## src/rtl/fp_pkg.sv

```systemverilog
// Shared FPU constants, field/class payloads and converter state encoding.
package fp_pkg;

  localparam int unsigned FP_W      = 32;
  localparam int unsigned FP_FRAC_W = 23;
  localparam int unsigned FP_MANT_W = FP_FRAC_W + 1;
  localparam int unsigned FP_BIAS   = 127;
  localparam int unsigned INT_W     = 32;
  localparam int unsigned CNT_W     = 5;

  localparam logic [7:0]       FP_EXP_MAX  = 8'hFF;
  localparam logic [INT_W-1:0] INT_MAX     = 32'h7FFF_FFFF;
  localparam logic [INT_W-1:0] INT_MIN     = 32'h8000_0000;
  localparam logic [FP_W-1:0]  FP_NEG_2_31 = 32'hCF00_0000;

  typedef enum logic [1:0] {
    IDLE,
    SHIFT,
    SIGN,
    DONE
  } ftoi_state_t;

  typedef struct packed {
    logic                 sign;
    logic [7:0]           exp;
    logic [FP_MANT_W-1:0] mant;
  } fp_fields_t;

  typedef struct packed {
    logic zero;
    logic denorm;
    logic inf;
    logic nan;
  } fp_class_t;

endpackage

```

## src/rtl/float_to_int_if.sv

```systemverilog
// Operand/result handshake bundle between the FP register file side and integer writeback.
interface float_to_int_if;

  logic        in_valid;
  logic        in_ready;
  logic [31:0] in_fp;
  logic        out_valid;
  logic        out_ready;
  logic [31:0] out_int;
  logic        out_invalid;
  logic        out_inexact;

  modport master (
    output in_valid, in_fp, out_ready,
    input  in_ready, out_valid, out_int, out_invalid, out_inexact
  );

  modport slave (
    input  in_valid, in_fp, out_ready,
    output in_ready, out_valid, out_int, out_invalid, out_inexact
  );

endinterface

```

## src/rtl/fp_unpack.sv

```systemverilog
// Combinational split of an IEEE-754 single into fields plus zero/denorm/inf/nan class.
module fp_unpack
  import fp_pkg::*;
(
  input  logic [FP_W-1:0] fp,
  output fp_fields_t      fields,
  output fp_class_t       cls
);

  logic exp_zero;
  logic exp_max;
  logic frac_zero;

  assign exp_zero  = (fp[30:23] == 8'h00);
  assign exp_max   = (fp[30:23] == FP_EXP_MAX);
  assign frac_zero = (fp[FP_FRAC_W-1:0] == '0);

  assign fields = {fp[31], fp[30:23], ~exp_zero, fp[FP_FRAC_W-1:0]};
  assign cls    = {exp_zero & frac_zero, exp_zero & ~frac_zero,
                   exp_max & frac_zero, exp_max & ~frac_zero};

endmodule

```

## src/rtl/float_to_int.sv

```systemverilog
// Multi-cycle single-precision to int32 converter; iterative significand shifter.
// Build option FTOI_ROUND_NEAREST_EN: round to nearest-even instead of truncating.
module float_to_int
  import fp_pkg::*;
#(
  parameter int unsigned SHIFT_PER_CYCLE = 1
) (
  input  logic           clk,
  input  logic           rst_n,
  float_to_int_if.slave  io
);

  localparam int unsigned      RND_W = INT_W + 1;
  localparam logic [CNT_W-1:0] STEP  = CNT_W'(SHIFT_PER_CYCLE);

  ftoi_state_t      state_q, state_n;
  logic             sign_q, sign_n, inv_q, inv_n, left_q, left_n;
  logic             guard_q, guard_n, sticky_q, sticky_n;
  logic [CNT_W-1:0] cnt_q, cnt_n;
  logic [INT_W-1:0] mag_q, mag_n, out_int_q, out_int_n;
  logic             in_ready_q, in_ready_n, out_valid_q, out_valid_n;
  logic             out_invalid_q, out_invalid_n, out_inexact_q, out_inexact_n;

  fp_fields_t       fields;
  fp_class_t        cls;
  logic signed [8:0] exp_unb;
  logic [CNT_W-1:0] step;
  logic [INT_W-1:0] low_mask;
  logic [RND_W-1:0] rnd;

  fp_unpack u_unpack (.fp(io.in_fp), .fields(fields), .cls(cls));

  assign exp_unb  = $signed({1'b0, fields.exp}) - $signed(9'(FP_BIAS));
  assign step     = (cnt_q < STEP) ? cnt_q : STEP;
  // Bits below the new guard position, which fold into sticky on a right shift.
  assign low_mask = (INT_W'(1) << (step - CNT_W'(1))) - INT_W'(1);

`ifdef FTOI_ROUND_NEAREST_EN
  assign rnd = {1'b0, mag_q} + RND_W'(guard_q & (sticky_q | mag_q[0]));
`else
  assign rnd = {1'b0, mag_q};
`endif

  assign io.in_ready    = in_ready_q;
  assign io.out_valid   = out_valid_q;
  assign io.out_int     = out_int_q;
  assign io.out_invalid = out_invalid_q;
  assign io.out_inexact = out_inexact_q;

  // State and datapath registers.
  always_ff @(posedge clk or negedge rst_n) begin
    if (!rst_n) begin
      state_q       <= IDLE;
      sign_q        <= 1'b0;
      inv_q         <= 1'b0;
      left_q        <= 1'b0;
      guard_q       <= 1'b0;
      sticky_q      <= 1'b0;
      cnt_q         <= '0;
      mag_q         <= '0;
      out_int_q     <= '0;
      in_ready_q    <= 1'b1;
      out_valid_q   <= 1'b0;
      out_invalid_q <= 1'b0;
      out_inexact_q <= 1'b0;
    end else begin
      state_q       <= state_n;
      sign_q        <= sign_n;
      inv_q         <= inv_n;
      left_q        <= left_n;
      guard_q       <= guard_n;
      sticky_q      <= sticky_n;
      cnt_q         <= cnt_n;
      mag_q         <= mag_n;
      out_int_q     <= out_int_n;
      in_ready_q    <= in_ready_n;
      out_valid_q   <= out_valid_n;
      out_invalid_q <= out_invalid_n;
      out_inexact_q <= out_inexact_n;
    end
  end

  // Next-state, datapath and output logic.
  always_comb begin
    state_n       = state_q;
    sign_n        = sign_q;
    inv_n         = inv_q;
    left_n        = left_q;
    guard_n       = guard_q;
    sticky_n      = sticky_q;
    cnt_n         = cnt_q;
    mag_n         = mag_q;
    out_int_n     = out_int_q;
    in_ready_n    = in_ready_q;
    out_valid_n   = out_valid_q;
    out_invalid_n = out_invalid_q;
    out_inexact_n = out_inexact_q;

    case (state_q)
      IDLE: begin
        if (io.in_valid) begin
          sign_n     = fields.sign;
          inv_n      = 1'b0;
          left_n     = 1'b0;
          guard_n    = 1'b0;
          sticky_n   = 1'b0;
          cnt_n      = '0;
          mag_n      = {8'h00, fields.mant};
          in_ready_n = 1'b0;
          state_n    = SHIFT;
          if (cls.nan || cls.inf) begin
            inv_n = 1'b1;
            mag_n = '0;
          end else if (exp_unb >= 9'sd31) begin
            // -2^31 is the only representable operand at or beyond 2^31.
            if (io.in_fp == FP_NEG_2_31) begin
              mag_n = INT_MIN;
            end else begin
              inv_n = 1'b1;
              mag_n = '0;
            end
          end else if (cls.zero || cls.denorm || (exp_unb < 9'sd0)) begin
            mag_n    = '0;
            sticky_n = ~cls.zero;
`ifdef FTOI_ROUND_NEAREST_EN
            if (exp_unb == -9'sd1) begin
              guard_n  = 1'b1;
              sticky_n = |fields.mant[FP_FRAC_W-1:0];
            end
`endif
          end else if (exp_unb <= 9'sd22) begin
            cnt_n = CNT_W'(9'd23 - $unsigned(exp_unb));
          end else begin
            left_n = 1'b1;
            cnt_n  = CNT_W'($unsigned(exp_unb) - 9'd23);
          end
        end
      end

      SHIFT: begin
        if (cnt_q == '0) begin
          state_n = SIGN;
        end else begin
          cnt_n = cnt_q - step;
          if (left_q) begin
            mag_n = mag_q << step;
          end else begin
            mag_n    = mag_q >> step;
            guard_n  = mag_q[step - CNT_W'(1)];
            sticky_n = sticky_q | guard_q | (|(mag_q & low_mask));
          end
        end
      end

      SIGN: begin
        out_inexact_n = guard_q | sticky_q;
        out_invalid_n = 1'b0;
        if (inv_q) begin
          out_int_n     = INT_MAX;
          out_invalid_n = 1'b1;
        end else if (rnd[RND_W-1:RND_W-2] != 2'b00) begin
          if (sign_q && (rnd == {1'b0, INT_MIN})) begin
            out_int_n = INT_MIN;
          end else begin
            out_int_n     = INT_MAX;
            out_invalid_n = 1'b1;
          end
        end else begin
          out_int_n = sign_q ? (~rnd[INT_W-1:0] + INT_W'(1)) : rnd[INT_W-1:0];
        end
        out_valid_n = 1'b1;
        state_n     = DONE;
      end

      DONE: begin
        if (io.out_ready) begin
          out_valid_n = 1'b0;
          in_ready_n  = 1'b1;
          state_n     = IDLE;
        end
      end

      default: state_n = IDLE;
    endcase
  end

endmodule

```

## src/flat_wrapper.sv

```systemverilog
// flat-port wrapper written by rule: the top's interface ports become plain ports
module float_to_int_flat import fp_pkg::*;
#(
  parameter int unsigned SHIFT_PER_CYCLE = 1
)
  (clk, rst_n, io_in_valid, io_in_fp, io_out_ready, io_in_ready, io_out_valid, io_out_int, io_out_invalid, io_out_inexact);
  float_to_int_if io_i ();
  input  logic clk;
  input  logic rst_n;
  input wire logic [$bits(io_i.in_valid)-1:0] io_in_valid;
  input wire logic [$bits(io_i.in_fp)-1:0] io_in_fp;
  input wire logic [$bits(io_i.out_ready)-1:0] io_out_ready;
  output wire logic [$bits(io_i.in_ready)-1:0] io_in_ready;
  output wire logic [$bits(io_i.out_valid)-1:0] io_out_valid;
  output wire logic [$bits(io_i.out_int)-1:0] io_out_int;
  output wire logic [$bits(io_i.out_invalid)-1:0] io_out_invalid;
  output wire logic [$bits(io_i.out_inexact)-1:0] io_out_inexact;
  assign io_i.in_valid = io_in_valid;
  assign io_i.in_fp = io_in_fp;
  assign io_i.out_ready = io_out_ready;
  assign io_in_ready = io_i.in_ready;
  assign io_out_valid = io_i.out_valid;
  assign io_out_int = io_i.out_int;
  assign io_out_invalid = io_i.out_invalid;
  assign io_out_inexact = io_i.out_inexact;
  float_to_int #(.SHIFT_PER_CYCLE(SHIFT_PER_CYCLE)) u_core (.clk(clk), .rst_n(rst_n), .io(io_i));
endmodule
```

## config.mk

```make
export PLATFORM = sky130hd
export DESIGN_NAME = float_to_int_flat
export DESIGN_NICKNAME = d
export VERILOG_FILES = /design/src/rtl/fp_pkg.sv /design/src/rtl/float_to_int_if.sv /design/src/rtl/fp_unpack.sv /design/src/rtl/float_to_int.sv /design/src/flat_wrapper.sv
export SDC_FILE = /design/constraint.sdc
export NUM_CORES = 1
export LEC_CHECK = 0
export CAP_MARGIN = 30
export CORE_MARGIN = 5
export CORE_UTILIZATION = 50
export DETAILED_ROUTE_END_ITERATION = 12
export DONT_BUFFER_PORTS = 1
export PLACE_DENSITY_LB_ADDON = 0.3
export REMOVE_ABC_BUFFERS = 1
export SYNTH_ARGS = -nofsm -noshare
export SYNTH_HDL_FRONTEND = slang
export SYNTH_SLANG_ARGS = --single-unit
```

## constraint.sdc

```tcl
create_clock -name clk -period 2.6 [get_ports clk]
set_input_delay 0.65 -clock clk [delete_from_list [all_inputs] [get_ports clk]]
set_output_delay 0.65 -clock clk [all_outputs]
set_load 0.03 [all_outputs]
```

After elaboration in Yosys (flattened, before gate mapping) --
Index checks and enable logic that the tools add are counted.
Storage, ports and cells: bits in registers 80, input port bits 36, output and inout port bits 36, word-level logic and storage cells 119
Cells by class: add/subtract/negate cells 7, magnitude comparators 5, eq/ne operators 11, shift operators 3, mux-type cells 51, bitwise operators 11, reductions and logical operators 18
Operators with widths (number):
- 32-bit 2-to-1 mux | 10
- 32-bit equality test (second input constant) | 2
- 32-bit case mux with 2 select lines | 1
- 5-bit 2-to-1 mux | 7
- 32-bit by 1-bit adder with 32-bit output (second input constant) | 1
- 32-bit AND | 1
- 32-bit NOT | 1
- 32-bit OR reduction | 1
- 1-bit by 5-bit << shifter with 32-bit output (first input constant) | 1
- 32-bit by 5-bit << shifter with 32-bit output | 1
- 32-bit by 5-bit right shift with 32-bit output | 1
- 32-bit by 2-bit subtractor with 32-bit output (second input constant) | 1
- 24-bit 2-to-1 mux | 1
- 23-bit logical NOT | 1
- 1-bit 2-to-1 mux | 22
- 5-bit case mux with 2 select lines | 1
- 9-bit by 6-bit >= comparator with 1-bit output (second input constant) | 1
- 9-bit by 6-bit less-or-equal comparator with 1-bit output (second input constant) | 1
- 9-bit by 1-bit < comparator with 1-bit output (second input constant) | 1
- 3-bit AND reduction | 3
- 8-bit by 7-bit subtractor with 9-bit output (second input constant) | 1
- 8-bit equality test (second input constant) | 1
- 8-bit logical NOT | 1
- 2-bit != test (second input constant) | 4
- 23 further kinds | 40

Depth between registers and ports, before layout --
depth in word-level cells 11, gate-level depth with buffers 10

Cells and area by module --
Synthesis repeated with hierarchy kept, for this count alone.
Second synthesis, totals: cell total of the unflattened synthesis 668, area total of the unflattened synthesis 5903.2 um^2
By module, submodules not included:
- float_to_int | instances 1, cells an instance 616, area an instance 5527.8 um^2
- fp_unpack | instances 1, cells an instance 52, area an instance 375.4 um^2

Worst setup path before layout --
No wires, ideal clock.
path type input port to flip-flop, start point input port io_in_fp[23], end point register u_core.cnt_q[1], setup time 86 ps, arrival time 2518 ps, required time 2514 ps, path slack -4 ps, stages 9, buffers on the path 1, cell sequence ha_1 buf_4 nand3_1 xnor2_1 ha_1 a32o_2 or2_4 or4_1 a32oi_1
Between the ends: longest elaborated chain between the ends 9, elaborated cells between the ends (all ways) 21
Ends and longest elaborated chain:
- start, declared | RTL line flat_wrapper.sv:11 | input wire logic [$bits(io_i.in_fp)-1:0] io_in_fp;
- parallel branches: the longest is 6 deep, another holds 8-bit by 7-bit subtractor with 9-bit output
- 5-bit 2-to-1 mux * | RTL line float_to_int.sv:111 | if (cls.nan || cls.inf) begin
- 5-bit 2-to-1 mux * | RTL line float_to_int.sv:101 | if (io.in_valid) begin
- 5-bit case mux with 2 select lines * | RTL line float_to_int.sv:99 | case (state_q)
- end signal, assigned | RTL line float_to_int.sv:73 | cnt_q <= cnt_n;
- end, declared | RTL line float_to_int.sv:19 | logic [CNT_W-1:0] cnt_q, cnt_n;
Every way passes the cells marked *. The select of a mux whose other input is x is not followed. A chain may end at the register's enable or synchronous reset.

Final worst setup path --
start point register u_core.mag_q[23], end point register u_core.out_int_q[24], in the netlist u_core.io.out_int[24]
Between the ends: longest elaborated chain between the ends 5, elaborated cells between the ends (all ways) 8
Ends and longest elaborated chain:
- start, declared | RTL line float_to_int.sv:20 | logic [INT_W-1:0] mag_q, mag_n, out_int_q, out_int_n;
- start signal, assigned | RTL line float_to_int.sv:74 | mag_q <= mag_n;
- 32-bit NOT or 32-bit equality test (tied branches) | RTL line float_to_int.sv:169, float_to_int.sv:162
- 32-bit by 1-bit adder with 32-bit output or 1-bit logical AND (tied branches) | RTL line float_to_int.sv:169, float_to_int.sv:162
- 32-bit 2-to-1 mux, on equally long branches | RTL line float_to_int.sv:169, float_to_int.sv:162
- 32-bit 2-to-1 mux * | RTL line float_to_int.sv:161 | end else if (rnd[RND_W-1:RND_W-2] != 2'b00) begin
- 32-bit 2-to-1 mux * | RTL line float_to_int.sv:158 | if (inv_q) begin
- end signal, assigned | RTL line float_to_int.sv:75 | out_int_q <= out_int_n;
- end, declared | RTL line float_to_int.sv:20
Mark *: on every way between the ends. The rest lies on a longest branch, timed or not.

==> flow_summary.yaml <==
synth:
  yosysTopAreaCell: "dfrtp_1"
  yosysMostFrequentCell: "dfrtp_1"
  synth_area_leaders: "dfrtp_1 (36%), mux2i_1 (6.0%), nand2_1 (5.1%), o21ai_0 (4.9%), xor2_1 (4.1%)"
  synth_cell_type_count: 63
  yosys_warnings: 0
  syn_area_per_cell_um2: 8.53
  synth-seq-cells: 80
  synth_edf_count: 0
  synth_cells: 644
  syn_area_um2: 5490
  synth_seq_area_share_pct: 36.5
  ys.flop_type: "dfrtp_1"
  synthArstFlopShare_pct: 100
  synth_top_area_share_pct: 36.0
  yosys-top-cells-count: "dfrtp_1 (79), nand2_1 (75), o21ai_0 (54)"
sta:
  finalWorstSetupSlack_ns: 0.226
  slew_headroom_pct: 53.9
  slew_viol_final: 0
  rsz0062_at_grt: "no"
  hold_viol_final: 0
  fin_crit_sh_pct: 91.3
  tightest_slew_ns: 0.692
  setup_viol: 0
  period_minus_slack_ns: 2.37
  finClkSkew_ns: 0.0124
  max_freq_mhz: 421
floorplanning:
  initial_core_util_pct: 50.9
  core_um2: 10800
  fp.dieW_um: 115
  ios: 72
  die_h_um: 115
  rows: 38
  dieArea_um2: 13200
layout:
  num_antenna_cells: 0
  drive_above_1_share_pct: 12.8
  area_growth_pct: 10.1
  final_net_count: 698
run_status:
  outcome: "completed"
clock_network:
  htreeDepth: 3
  clk_pin_slew_worst_paths_ns: 0.09
  cts_buffers: 9
  numClockSinks: 80
  cts_root_buffer: "clkbuf_8"
  cts_buffer_depth: 2
  cts_resized: 0
  tritoncts: "yes"
  clock_latency_ns: 0.37
grt:
  grt_overflow: 0
  grt_util_all_layers_pct: 23.1
  antenna_found_initial: 0
  grt_start_max_net_pins: 80
  grt_pass1_wl_mm: 24.3
  grt_pass1_vias: 4791
route:
  routed_wirelength_mm: 14.9
  final_antenna_net_count: 0
  drc: 0
  wl_per_cell_um: 18.8
  drt_iter0_markers: 352
  vias: 4871
  viasPerCell: 6.17
  drt-pass1-iter-count: 5
power:
  cell_internal_pwr_mw: 4.26
  power.density_nw_per_um2: 1420
  p_leak_nw: 2.50
  power.total_mw: 8.58
  seqPwrFrac_pct: 33.4
  vdd_ir_drop_max_mv: 0.582
  pwr-share-comb_pct: 54.9
  p_switching_mw: 4.32
  sw_frac_of_total_pct: 50.3
  p_clk_share_pct: 11.7
worst_setup_path:
  rr_worst_depth: 6
  path_class: "flip-flop to flip-flop"
  startpoint_type: "flip-flop"
  cp_data_required_time_ns: 2.85
  crit_slowest_cell: "dfrtp_1"
  worstSetupEndpointType: "flip-flop"
  crit_chain: "or3_1 -> nand2b_1 -> nor3_1 -> a31o_2 -> nand2_2 -> o22a_1"
  r2r_setup_slack_ns: 0.23
  max_stage_delay_ns: 0.46
  critical-path-top-delay-family: "simple AND/OR/NAND/NOR gates"
  cp.arrival_ns: 2.62
  path_buf_inv: 0
  rr_startpoint: "u_core.mag_q[23]$_DFFE_PN0P_"
  path_max_fanout: 15
  path_depth: 6
  r2r-end: "u_core.io.out_int[24]$_DFFE_PN0P_"
worst_hold_path:
  hold_path.class: "primary input to async pin"
placement:
  io_buffers: 0
  dp_hpwl_mm: 10.8
  dp_slack_ns: -0.0121
  gp_congestion: 0.893
flow_run:
  drv_cap: 0
repair_timing:
action | CTS | global route
hold endpoints to repair | 79 | 0
endpoints found under the setup margin | 0 | 0
hold buffers | 1 | 0
setup buffers | 0 | 0
worst max-delay path by stage:
stage | start | to | slack [ns]
final | u_core.mag_q[23]$_DFFE_PN0P_ | u_core.io.out_int[24]$_DFFE_PN0P_ | 0.23
after global routing | u_core.mag_q[23]$_DFFE_PN0P_ | u_core.io.out_int[21]$_DFFE_PN0P_ | 0.08
after CTS | u_core.mag_q[23]$_DFFE_PN0P_ | u_core.io.out_int[24]$_DFFE_PN0P_ | 0.25
after detailed placement | io_in_fp[24] | u_core.cnt_q[4]$_DFFE_PN0P_ | -0.01
after global placement | io_in_fp[23] | u_core.cnt_q[1]$_DFFE_PN0P_ | 0.02
after floorplan | u_core.state_q[1]$_DFFE_PN0P_ | u_core.cnt_q[3]$_DFFE_PN0P_ | -1.50
cell families after synthesis:
family          count (synthesis)  synth area share, %
compound gates                188                 23.3
mux                            36                 6.63
other cells                     2                0.137
buf+inv                        87                 6.40
simple gates                  199                 17.6
xor+xnor                       35                 5.58
flops                          80                 36.5
fa+ha+maj                      17                 3.87
layout make-up:
type	instances	area, um^2
Tap cell	140	175
Clock buffer	9	124
Inverter	26	97.6
Fill cell	982	4740
Clock inverter	6	85.1
Sequential cell	80	2000
Timing Repair Buffer	50	420
Multi-Input combinational cell	478	3140
metrics by stage:
| stage | util [%] | hold slack, ns | cells | TNS (ns) | area (um^2) |
|---|---|---|---|---|---|
| 3_3_place_gp | 53.9 | 0.357 | 773 | 0 | 5810 |
| 6_report | 56.1 | 0.115 | 789 | 0 | 6050 |
| 2_1_floorplan | - | 0.354 | 584 | -42.71 | 5240 |
| 4_1_cts | 56.1 | 0.105 | 789 | 0 | 6050 |
| 3_5_place_dp | 53.9 | 0.357 | 773 | -0.0121 | 5810 |
| 5_1_grt | 56.1 | 0.0983 | 789 | 0 | 6050 |
layer usage:
metal	part of all wire (%)	routed length [um]	GRT usage, %	vias to the layer above
met1	44	6480	31.5	2340
met5	0	0	0	-
met4	1.9	289	7.59	0
li1	-	-	-	2314
met3	7.2	1080	4.74	26
met2	47	7020	36.9	191
worst reg2reg max path, delay by kind of cell (launching register included):
family | cells | cell delay [ns]
compound gates | 2 | 0.54
simple gates | 4 | 1.28
flops | 1 | 0.46
cell usage in the layout, fill, tap and decap left out, drive strengths merged, types with 12 or more instances in the layout:
| cell type | count |
|---|---|
| a21oi | 25 |
| a22oi | 15 |
| buf | 50 |
| dfrtp | 79 |
| ha | 17 |
| inv | 25 |
| mux2i | 33 |
| nand2 | 76 |
| nand3 | 12 |
| nor2 | 53 |
| nor4 | 18 |
| o21ai | 58 |
| o22a | 18 |
| xor2 | 26 |
power by group through the flow:
stage | sequential [mW] | clock, mW | combinational [mW]
after floorplan | 2.87 | 0 | 3.03
after global placement | 2.86 | 0 | 4.52
after detailed placement | 2.89 | 0 | 4.63
after CTS | 2.87 | 1.02 | 4.68
after global routing | 2.94 | 1.07 | 5.22
final | 2.87 | 1.01 | 4.71
registers in the layout (all words and copies together) (netlist names):
name                   count
u_core.cnt_q               5
u_core.sticky_q            1
u_core.io.out_inexact      1
u_core.inv_q               1
u_core.io.out_int         32
u_core.guard_q             1
u_core.mag_q              32
u_core.io.in_ready         1
u_core.io.out_invalid      1
u_core.left_q              1
u_core.io.out_valid        1
u_core.state_q             2
u_core.sign_q              1
No activity file was read; power rests on OpenSTA's default activity.
